File: config.mk
export PLATFORM = sky130hd
export DESIGN_NAME = psum_acc_sched
export DESIGN_NICKNAME = d
export VERILOG_FILES = /design/src/rtl/psum_sched_pkg.sv /design/src/rtl/psum_addr_map.sv /design/src/rtl/psum_acc_sched.sv
export SDC_FILE = /design/constraint.sdc
export NUM_CORES = 1
export LEC_CHECK = 0
export BUFFER_PORTS_ARGS = -buffer_cell sky130_fd_sc_hd__clkbuf_2
export CAP_MARGIN = 40
export CORE_MARGIN = 2
export CORE_UTILIZATION = 60
export CTS_BUF_LIST = sky130_fd_sc_hd__clkbuf_16
export DETAILED_ROUTE_END_ITERATION = 8
export PLACE_DENSITY = 0.83
export REMOVE_ABC_BUFFERS = 1
export SLEW_MARGIN = 20
export SYNTH_ARGS = -nofsm -noshare
export SYNTH_HDL_FRONTEND = slang
export SYNTH_SLANG_ARGS = --single-unit
File: constraint.sdc
create_clock -name clk -period 16.13 [get_ports clk]
set_clock_uncertainty 0.2 [all_clocks]
set_input_delay 0.8065 -clock clk [delete_from_list [all_inputs] [get_ports clk]]
set_output_delay 0.8065 -clock clk [all_outputs]
set_load 0.1 [all_outputs]
File: src/rtl/psum_sched_pkg.sv
// Shared constants and types for the PSUM accumulation sequencer.
//   - Geometry: input map IN_W x IN_W, kernel K_W x K_W, output OUT_W x OUT_W.
//   - Typed "last index" constants keep the top-level comparisons width-exact.
//   - state_t: FSM encoding shared by the top level.
package psum_sched_pkg;

    localparam int IN_W     = 6;
    localparam int K_W      = 3;
    localparam int OUT_W    = IN_W - K_W + 1;
    localparam int LEN_NIJ  = IN_W * IN_W;
    localparam int LEN_ONIJ = OUT_W * OUT_W;

    localparam int ADDR_BW  = 4;
    localparam int NIJ_BW   = $clog2(LEN_NIJ);
    localparam int KIJ_BW   = 4;

    localparam logic [KIJ_BW-1:0]  KIJ_MAX   = KIJ_BW'(K_W * K_W - 1);
    localparam logic [NIJ_BW-1:0]  NIJ_LAST  = NIJ_BW'(LEN_NIJ - 1);
    localparam logic [ADDR_BW-1:0] ONIJ_LAST = ADDR_BW'(LEN_ONIJ - 1);

    typedef enum logic [2:0] {
        IDLE    = 3'd0,
        ACCUM   = 3'd1,
        DRAIN   = 3'd2,
        READOUT = 3'd3,
        RDRAIN  = 3'd4
    } state_t;

endpackage

File: src/rtl/psum_addr_map.sv
// Combinational input-pixel to output-pixel mapper.
// For input pixel nij under kernel offset kij, reports whether the pixel lands
// inside the output window and, if so, which output pixel it accumulates into.
//   nij  in   NIJ_BW   input pixel index (row-major)
//   kij  in   KIJ_BW   kernel index (row-major), must be a legal index
//   hit  out  1        pixel contributes to an output pixel
//   onij out  ADDR_BW  output pixel index (row-major), 0 on a miss
module psum_addr_map
    import psum_sched_pkg::*;
(
    input  logic [NIJ_BW-1:0]  nij,
    input  logic [KIJ_BW-1:0]  kij,
    output logic               hit,
    output logic [ADDR_BW-1:0] onij
);

    // Signed intermediates so that rows/columns left of the window go negative.
    int orow;
    int ocol;

    always_comb begin
        orow = int'(nij) / IN_W - int'(kij) / K_W;
        ocol = int'(nij) % IN_W - int'(kij) % K_W;
        hit  = (orow >= 0) && (orow < OUT_W) && (ocol >= 0) && (ocol < OUT_W);
        onij = hit ? ADDR_BW'(orow * OUT_W + ocol) : '0;
    end

endmodule

File: src/rtl/psum_acc_sched.sv
// Sequencer for the SFU / PSUM-SRAM accumulation path.
// An accumulation pass pops one OFIFO psum vector per input pixel, maps it to
// its output pixel for the latched kernel index and issues a read-modify-write
// to the PSUM SRAM. A readout pass streams all 16 PSUM entries to the SFU bus.
//   clk            in   rising-edge clock
//   reset          in   asynchronous active-low reset
//   start          in   pulse: begin an accumulation pass for kij
//   kij            in   kernel index, sampled when start is accepted
//   ofifo_valid    in   OFIFO holds a psum vector
//   ofifo_rd       out  OFIFO pop (combinational)
//   ren_pmem       out  PSUM read enable, r_A_pmem read address
//   wen_pmem       out  PSUM write enable, w_A_pmem write address
//   add_en         out  SFU accumulate (1) or overwrite (0), aligned with wen
//   readout_start  in   pulse: begin 16-entry readout
//   readout_valid  out  SFU readout bus holds entry readout_idx
//   busy           out  a pass is in progress
//   pass_done      out  pulse with the final write / final readout beat
//   kij_err        out  sticky: start seen with an illegal kij
module psum_acc_sched
    import psum_sched_pkg::*;
(
    input  logic               clk,
    input  logic               reset,
    input  logic               start,
    input  logic [KIJ_BW-1:0]  kij,
    input  logic               ofifo_valid,
    output logic               ofifo_rd,
    output logic               ren_pmem,
    output logic [ADDR_BW-1:0] r_A_pmem,
    output logic               wen_pmem,
    output logic [ADDR_BW-1:0] w_A_pmem,
    output logic               add_en,
    input  logic               readout_start,
    output logic               readout_valid,
    output logic [ADDR_BW-1:0] readout_idx,
    output logic               busy,
    output logic               pass_done,
    output logic               kij_err
);

    state_t              state, state_next;
    logic [NIJ_BW-1:0]   nij_cnt;
    logic [ADDR_BW-1:0]  ro_cnt;
    logic                drain_cnt;
    logic [KIJ_BW-1:0]   kij_q;

    logic                map_hit;
    logic [ADDR_BW-1:0]  map_onij;

    // Stage 1 of the write pipeline (read stage), plus readout tag.
    logic                s1_valid;
    logic [ADDR_BW-1:0]  s1_addr;
    logic                ro_s1;

    logic pop, start_ok, start_bad, ro_go, ro_issue, acc_rd, in_drain;

    psum_addr_map u_addr_map (
        .nij  (nij_cnt),
        .kij  (kij_q),
        .hit  (map_hit),
        .onij (map_onij)
    );

    assign pop       = (state == ACCUM) && ofifo_valid;
    assign start_ok  = (state == IDLE) && start && (kij <= KIJ_MAX);
    assign start_bad = (state == IDLE) && start && (kij > KIJ_MAX);
    // start has priority over readout_start in the same idle cycle.
    assign ro_go     = (state == IDLE) && readout_start && !start;
    assign ro_issue  = ro_go || (state == READOUT);
    // The first kernel index overwrites, so no read of the old value is needed.
    assign acc_rd    = pop && map_hit && (kij_q != '0);
    assign in_drain  = (state == DRAIN) || (state == RDRAIN);

    // NOTE: sequential state is assigned with non-blocking (<=) so every
    // register samples pre-edge values regardless of process ordering.
    always_ff @(posedge clk or negedge reset) begin
        if (!reset) state <= IDLE;
        else        state <= state_next;
    end

    // NOTE: every output of a combinational block gets a default first, so no
    // path leaves it unassigned and no latch is inferred.
    always_comb begin
        state_next = state;
        unique case (state)
            IDLE: begin
                if (start_ok)   state_next = ACCUM;
                else if (ro_go) state_next = READOUT;
            end
            ACCUM:   if (pop && (nij_cnt == NIJ_LAST)) state_next = DRAIN;
            DRAIN:   if (drain_cnt)                    state_next = IDLE;
            READOUT: if (ro_cnt == ONIJ_LAST)          state_next = RDRAIN;
            RDRAIN:  if (drain_cnt)                    state_next = IDLE;
            default: state_next = IDLE;
        endcase
    end

    always_comb begin
        ofifo_rd  = pop;
        busy      = (state != IDLE);
        // Second drain cycle carries the last write / last readout beat.
        pass_done = in_drain && drain_cnt;
    end

    always_ff @(posedge clk or negedge reset) begin
        if (!reset) begin
            nij_cnt       <= '0;
            ro_cnt        <= '0;
            drain_cnt     <= 1'b0;
            kij_q         <= '0;
            kij_err       <= 1'b0;
            s1_valid      <= 1'b0;
            s1_addr       <= '0;
            ro_s1         <= 1'b0;
            ren_pmem      <= 1'b0;
            r_A_pmem      <= '0;
            wen_pmem      <= 1'b0;
            w_A_pmem      <= '0;
            add_en        <= 1'b0;
            readout_valid <= 1'b0;
            readout_idx   <= '0;
        end else begin
            if (start_ok) begin
                kij_q   <= kij;
                nij_cnt <= '0;
                kij_err <= 1'b0;
            end else if (start_bad) begin
                kij_err <= 1'b1;
            end

            if (pop) nij_cnt <= (nij_cnt == NIJ_LAST) ? '0 : nij_cnt + NIJ_BW'(1);
            // Wraps back to 0 after the 16th read, ready for the next readout.
            if (ro_issue) ro_cnt <= ro_cnt + ADDR_BW'(1);

            drain_cnt <= in_drain && !drain_cnt;

            // Read stage: accumulation read or readout read (never both).
            s1_valid <= pop && map_hit;
            s1_addr  <= (pop && map_hit) ? map_onij : '0;
            ro_s1    <= ro_issue;
            ren_pmem <= acc_rd || ro_issue;
            r_A_pmem <= ro_issue ? ro_cnt : (acc_rd ? map_onij : '0);

            // Write stage, one cycle behind the read stage.
            wen_pmem <= s1_valid;
            w_A_pmem <= s1_valid ? s1_addr : '0;
            add_en   <= s1_valid && (kij_q != '0);

            // SRAM read data appears one cycle after the read address.
            readout_valid <= ro_s1;
            readout_idx   <= ro_s1 ? r_A_pmem : '0;
        end
    end

endmodule

==> results by group, run 1 <==
Timing
  • Max-slew violations: 0
  • Finish-stage setup viols: 0
  • Worst Tran Pin Value: 0.762 ns
  • RSZ-0062 raised after global routing: no
  • Fin crit period: 7.33 ns
  • Final Hold Fails: 0
  • Final TNS setup: 0 ns
  • Rel. slew slack: 48.8%
  • Period utilization: 45.5%
  • Setup ws final: 8.80 ns
  • Fmax achieved: 136 MHz

Setup path
  • RR Startpoint: kij_q[2]$_DFFE_PN0P_
  • Critical path class: reg -> reg
  • Critical Path Source: kij_q[2]$_DFFE_PN0P_
  • R2r setup slk: 8.80 ns
  • WP data required: 16.15 ns
  • Worst Path Max Fanout: 14
  • Reg2reg end: s1_addr[1]$_DFF_PN0_
  • CP endpoint kind: flip-flop
  • Crit path to: s1_addr[1]$_DFF_PN0_
  • Worst Reg2Reg Path Length in Cells: 24
  • Startpoint Class: flip-flop
  • Critical path arrival: 7.35 ns

Global route
  • Vias in the first global route: 5164
  • Initial antenna violation count: 0
  • First-pass GRT wire length: 24.6 mm
  • All-layer global routing usage: 30.5%
  • Largest net degree at the start of global routing: 33
  • Total grt overflow: 0

Worst hold path
  • Worst hold path type: in -> async

Clock tree
  • CTS resizes: 0
  • Max clock buf depth: 2
  • CTS buffer count: 5
  • Cts hold-fix bufs: 0
  • Clk slew on worst S/H paths: 0.06 ns
  • CTS Sinks: 41
  • H-tree levels: 2
  • Clock root buffer: clkbuf_16
  • Setup Buffers After CTS: 0
  • CTS tree: built
  • Clk_lat worst skew: 0.28 ns

Logic synthesis
  • Ys async rst share: 100%
  • Post-synth cell types: 84
  • Cells after Synth: 714
  • Ys flop type: dfrtp_1
  • Top cells by area, synth: dfrtp_1 19%, ha_1 11%, nor2_1 5.4%, nand2_1 4.9%, a21oi_1 4.5%
  • Yosys warns: 0
  • Synth top area share: 19.0%
  • EDFF count, synth: 0
  • Cell taking the most area after synthesis: dfrtp_1
  • Part of the Yosys area used for sequential elements: 19.0%
  • #FFs+latches synth: 41
  • Post-Synthesis Cell Area: 5400 um2
  • Avg Cell Area, Syn: 7.56 um2

Placement
  • Post-DP HPWL: 11.6 mm
  • Pre-CTS setup slack: 9.09 ns
  • DP Area: 5500 um2
  • RD Place Congestion: 1.00
  • # port buffers: 28

Final layout
  • Synthesis-to-finish area growth: 4.94%
  • Final net count: 770
  • Design area: 5660 um2
  • N_diodes: 0
  • Share of cells above drive strength 1: 9.69%

Detailed routing
  • Final ANT Viol Nets: 0
  • DR iter-0 viols: 530
  • DR vias: 5463
  • Final WL: 14.9 mm
  • First drt pass iteration count: 5
  • Vias per cell: 6.66
  • Post-route DRC: 0
  • DR WL/cell: 18.2 um

Die
  • Die height: 98.8 um
  • Boundary pin count: 29
  • Die X: 98.8 um
  • Die ar.: 9770 um2
  • Core ar.: 8720 um2
  • Initial Util: 61.9%
  • Row Count: 34

Outcome
  • Status: complete, no violations

Job
  • Max Cap Violations: 0
## metal layers
metal	GRT usage [%]	up-vias	wire (um)
met5	0	-	0
met4	12.9	0	540
met3	4.61	44	1270
met2	51.4	293	6890
met1	38.8	2545	6180
li1	-	2581	-
## placed cells by master, fill, tap and decap left out, drive strengths merged, types with 9 or more instances in the layout
master and instances:
a21boi 9, a21oi 51, a31oi 10, and2 15, clkbuf 33, dfrtp 41, ha 47, inv 39
nand2 71, nand3 23, nand3b 13, nand4 14, nor2 78, nor2b 15, nor3 14, nor3b 11
o21ai 37, o21bai 10, xnor2 19, xor2 14
## layout make-up
cell class / instances / area [um2]
Multi-Input combinational cell: 591 / 4000
Timing Repair Buffer: 34 / 198
Tap cell: 108 / 135
Fill cell: 756 / 3060
Sequential cell: 41 / 1030
Clock inverter: 2 / 35.0
Inverter: 39 / 146
Clock buffer: 5 / 125
## cells in the mapped netlist, drive strengths merged (8+ instances only)
master / count
nor2b: 15
nand3b: 13
dfrtp: 41
a21o: 8
xnor2: 19
nor2: 78
a21oi: 51
ha: 47
nand2: 71
o21bai: 10
nand3: 23
xor2: 14
nor3b: 11
inv: 39
a21boi: 9
and2: 15
nand4: 14
a31oi: 10
o21ai: 37
nor3: 14
clkbuf: 22
buf: 21
## metrics by stage
step,hold slack [ns],util [%],instances
after CTS,0.210,64.9,820
after global routing,0.222,64.9,820
after detailed placement,0.238,63.1,813
final,0.202,64.9,820
after floorplan,0.184,-,671
after global placement,0.215,62.7,810
## registers in the layout, summed over array words and instances, names as in the netlist
register       flops
r_A_pmem           4
state              3
w_A_pmem           4
add_en             1
s1_valid           1
readout_valid      1
drain_cnt          1
ren_pmem           1
kij_q              4
kij_err            1
nij_cnt            6
ro_cnt             4
wen_pmem           1
readout_idx        4
ro_s1              1
s1_addr            4
## worst min path at each step
stage,from,endpoint,cells after the start,slack [ns]
after floorplan,ro_s1$_DFF_PN0_,readout_valid$_DFF_PN0_,0,0.18
after global placement,ro_s1$_DFF_PN0_,readout_valid$_DFF_PN0_,0,0.21
after detailed placement,s1_valid$_DFF_PN0_,wen_pmem$_DFF_PN0_,0,0.24
after CTS,reset,kij_err$_DFFE_PN0P_,1,0.21
after global routing,reset,nij_cnt[0]$_DFFE_PN0P_,1,0.22
final,reset,kij_err$_DFFE_PN0P_,1,0.20
## logic make-up (layout without fill, tap and decap cells)
logic type | after synthesis | after routing | share of synthesized area (%)
XOR/XNOR | 33 | 33 | 5.50
buffers and inverters | 82 | 80 | 6.91
adder cells (fa/ha/maj) | 49 | 49 | 11.6
AO/OA/AOI/OAI | 193 | 193 | 24.8
AND/OR/NAND/NOR | 304 | 304 | 29.8
multiplexers | 12 | 12 | 2.37
flip-flops | 41 | 41 | 19.0
## worst max-delay path: stages, from the launching register on
cell and delay (ns):
dfrtp_1 0.53, nor2b_1 0.41, ha_1 0.42, a21bo_2 0.27, nand3_1 0.43, inv_1 0.23
nand2_1 0.11, o21ai_0 0.12, ha_1 0.23, a211o_1 0.24, nor2_1 0.31, or2_2 0.24
nor3_1 0.08, a21boi_0 0.20, ha_1 0.36, a211o_1 0.37, a21oi_1 0.25, o22a_1 0.17
o21ai_1 0.07, o22a_1 0.29, a2111oi_0 0.69, o41ai_1 0.19, xnor2_1 0.39, and4bb_1 0.32
and2_1 0.15
Power of run 1 is not shown: default switching activity piles up to over one toggle a cycle in this logic, so the estimate is an artifact.
==> run 2, diff against run 1 <==
Settings changed: ABC_AREA from default to 1, PLACE_DENSITY 0.83 to 0.84.
Clock period 16.13 ns to 7.6 ns, I/O delays scaled along.
==> run 2 against run 1 <==
Sequential share of layout area is 1.1 points higher. Worst setup slack lost 7.7 ns. Via count decreased by 4.9%. First-iteration DRC count fell by 48%. Routed wire length is 6.8% lower. Cell count is 10% higher. Synthesized cell count grew 8.1%.
==> results by group, run 2 <==
Job
  • Max Cap Violations: 0 (unchanged)

Clock tree
  • CTS tree: built
  • H-tree levels: 2 (unchanged)
  • Setup Buffers After CTS: 0 (unchanged)
  • Max clock buf depth: 2 (unchanged)
  • CTS Sinks: 41 (unchanged)
  • Clk_lat worst skew: 0.28 ns (about the same)
  • Clk slew on worst S/H paths: 0.06 ns (about the same)
  • Clock root buffer: clkbuf_16
  • CTS buffer count: 5 (unchanged)

Detailed routing
  • Wire length on met1: 5.32 mm (-14%)
  • Post-route DRC: 0 (unchanged)
  • Final ANT Viol Nets: 0 (unchanged)
  • Vias per cell: 5.74 (-14%)
  • Met3 WL: 549 um (-57%)
  • Uppermost layer routed: met4
  • DR vias: 5197 (-4.9%)
  • DR iter-0 viols: 275 (-48%)
  • First drt pass iteration count: 5 (unchanged)
  • Wire length on met2: 6.83 mm (-0.83%)
  • Final WL: 13.9 mm (-6.8%)
  • DR WL/cell: 15.3 um (-16%)

Logic synthesis
  • Synth top area share: 20.8% (+1.8 points)
  • Most numerous cell in the Yosys netlist: nand2_1
  • Top cells by area, synth: dfrtp_1 21%, nand2_1 15%, ha_1 12%, inv_1 9.1%, nand3_1 5.5%
  • Yosys warns: 0 (unchanged)
  • Post-synth cell types: 42 (-50%)
  • Avg Cell Area, Syn: 6.38 um2 (-16%)
  • Ys flop type: dfrtp_1
  • Top cells by count, synth: 201 x nand2_1, 120 x inv_1, 68 x nor2_1
  • Ys async rst share: 100% (unchanged)
  • Part of the Yosys area used for sequential elements: 20.8% (+1.8 points)
  • EDFF count, synth: 0 (unchanged)
  • #FFs+latches synth: 41 (unchanged)
  • Cell taking the most area after synthesis: dfrtp_1
  • Post-Synthesis Cell Area: 4920 um2 (-8.7%)
  • Cells after Synth: 772 (+8.1%)

Final layout
  • Design area: 5340 um2 (-5.6%)
  • Reg with most FFs: nij_cnt
  • Multi-input logic area: 3370 um2 (-16%)
  • Reg area: 1030 um2 (unchanged)
  • FILL cells: 724 (-4.2%)
  • Most frequent cells in the layout: 201 x nand2_1, 120 x inv_1, 68 x nor2_1, 54 x nand3_1, 52 x a21oi_1
  • Largest register FFs: 6 (unchanged)
  • Share of cells above drive strength 1: 8.00% (-1.7 points)
  • Non-filler instance count after layout: 905 (+10%)
  • N_diodes: 0 (unchanged)
  • Commonest non-fill, non-tap cell in the layout: nand2_1
  • Final net count: 857 (+11%)
  • Synthesis-to-finish area growth: 8.54%

Placement
  • Post-Place Cells: 896 (+10%)
  • DP Area: 5170 um2 (-6.1%)
  • Post-DP HPWL: 11.5 mm (-1.2%)
  • # port buffers: 28 (unchanged)
  • RD Place Congestion: 1.02 (+1.9%)

Timing
  • Finish-stage setup viols: 0 (unchanged)
  • Fin crit period: 6.52 ns (-0.819 ns)
  • Final Hold Fails: 0 (unchanged)
  • Worst Tran Pin Value: 0.766 ns (+0.00401 ns)
  • Fmax achieved: 153 MHz (+13%)
  • RSZ-0062 raised after global routing: no
  • Rel. slew slack: 48.9% (+0.19 points)
  • Period utilization: 85.7% (+40 points)
  • Final TNS setup: 0 ns (unchanged)
  • Max-slew violations: 0 (unchanged)
  • Fin Hold WS: 0.143 ns (-0.0594 ns)

Setup path
  • Critical path class: reg -> reg
  • CP endpoint kind: flip-flop
  • Critical path arrival: 6.52 ns (-0.83 ns)
  • Worst Path Max Fanout: 14 (unchanged)
  • Startpoint Class: flip-flop
  • WP data required: 7.60 ns (-8.55 ns)

Global route
  • Vias in the first global route: 5221 (+1.1%)
  • Largest net degree at the start of global routing: 25 (-24%)
  • First-pass GRT wire length: 22.9 mm (-6.8%)
  • Total grt overflow: 0 (unchanged)
  • All-layer global routing usage: 32.6% (+2.1 points)
  • Initial antenna violation count: 0 (unchanged)

Die
  • Row Count: 33 (-2.9%)
  • Initial Util: 60.8% (-1.0 points)
  • Core ar.: 8090 um2 (-7.2%)
  • Die ar.: 8950 um2 (-8.4%)
  • Die X: 94.6 um (-4.3%)
  • Die height: 94.6 um (-4.3%)
  • Boundary pin count: 29 (unchanged)

Worst hold path
  • Worst hold path type: in -> reg

Outcome
  • Status: complete, no violations
## run 2: cell count changes after synthesis, sizes merged, moves of 14 or more
cell	previous run	this run
nand2	71	212
inv	39	126
nand3	23	56
buf	21	4
clkbuf	22	6
nor2b	15	0
and2	15	1
## run 2: worst paths after layout
check / slack (ns) / from / to / depth (start not counted)
min in group asynchronous: 0.40 / reset / state[2]$_DFFE_PN0P_ / 2
worst max register to register: 1.08 / nij_cnt[4]$_DFFE_PN0P_ / s1_addr[0]$_DFF_PN0_ / 25
worst max-delay path: 1.08 / nij_cnt[4]$_DFFE_PN0P_ / s1_addr[0]$_DFF_PN0_ / 25
max in group asynchronous: 6.31 / reset / w_A_pmem[0]$_DFF_PN0_ / 3
worst min-delay path: 0.14 / kij[0] / kij_q[0]$_DFFE_PN0P_ / 3
worst min register to register: 0.23 / s1_addr[0]$_DFF_PN0_ / w_A_pmem[0]$_DFF_PN0_ / 2
## run 2: metrics by stage
stage / util, % / worst slack (ns)
after global placement: 63.5 / 1.33
after detailed placement: 63.9 / 1.23
after CTS: 66.0 / 1.19
final: 66.0 / 1.08
after floorplan: - / 2.61
after global routing: 66.0 / 0.561
## run 2: cells by family after synthesis
| family | after synthesis | share of synthesized area, % |
|---|---|---|
| muxes | 1 | 0.229 |
| and+or+nand+nor | 392 | 36.1 |
| adders and majority gates | 49 | 12.8 |
| DFF | 41 | 20.8 |
| xor gates and xnor gates | 30 | 5.34 |
| AOI/OAI and AO/OA | 122 | 14.0 |
| buffers and inverters | 137 | 10.8 |
## run 2: layout make-up
cell class / count / area share (%)
Timing Repair Buffer: 30 / 3.32
Inverter: 127 / 8.92
Clock inverter: 3 / 0.773
Tap cell: 105 / 2.46
Sequential cell: 41 / 19.2
Multi-Input combinational cell: 594 / 63.0
Clock buffer: 5 / 2.34
## run 2: per-layer routing
layer | global-route usage, % | vias up
li1 | - | 2583
met4 | 26.1 | 0
met1 | 32.9 | 2354
met3 | 3.03 | 76
met2 | 60.6 | 184
met5 | 0 | -
## run 2: critical path, cell delays in order (launching register included)
cell	delay (ns)
dfrtp_1	0.44
ha_1	0.18
or2_0	0.60
nand3_1	0.27
nand3_4	0.19
nand3_4	0.12
nand2_2	0.13
nand2_1	0.07
nand2_2	0.11
nand4_4	0.18
nand3_1	0.49
o21ai_0	0.33
ha_1	0.44
a21oi_1	0.25
nand3_1	0.14
a21oi_1	0.38
o21ai_0	0.29
a21oi_1	0.40
o21bai_1	0.14
xnor2_1	0.24
nand2_1	0.09
nor2_1	0.10
nand4_1	0.10
nor2_1	0.11
nand4_1	0.25
nor2_1	0.19
## run 2: repair_timing
item,in CTS,in global routing
hold buffers,1,0
endpoints found under the setup margin,0,0
gates resized for setup,0,0
hold endpoints to repair,17,0
Power of run 2 is left out for the same reason.
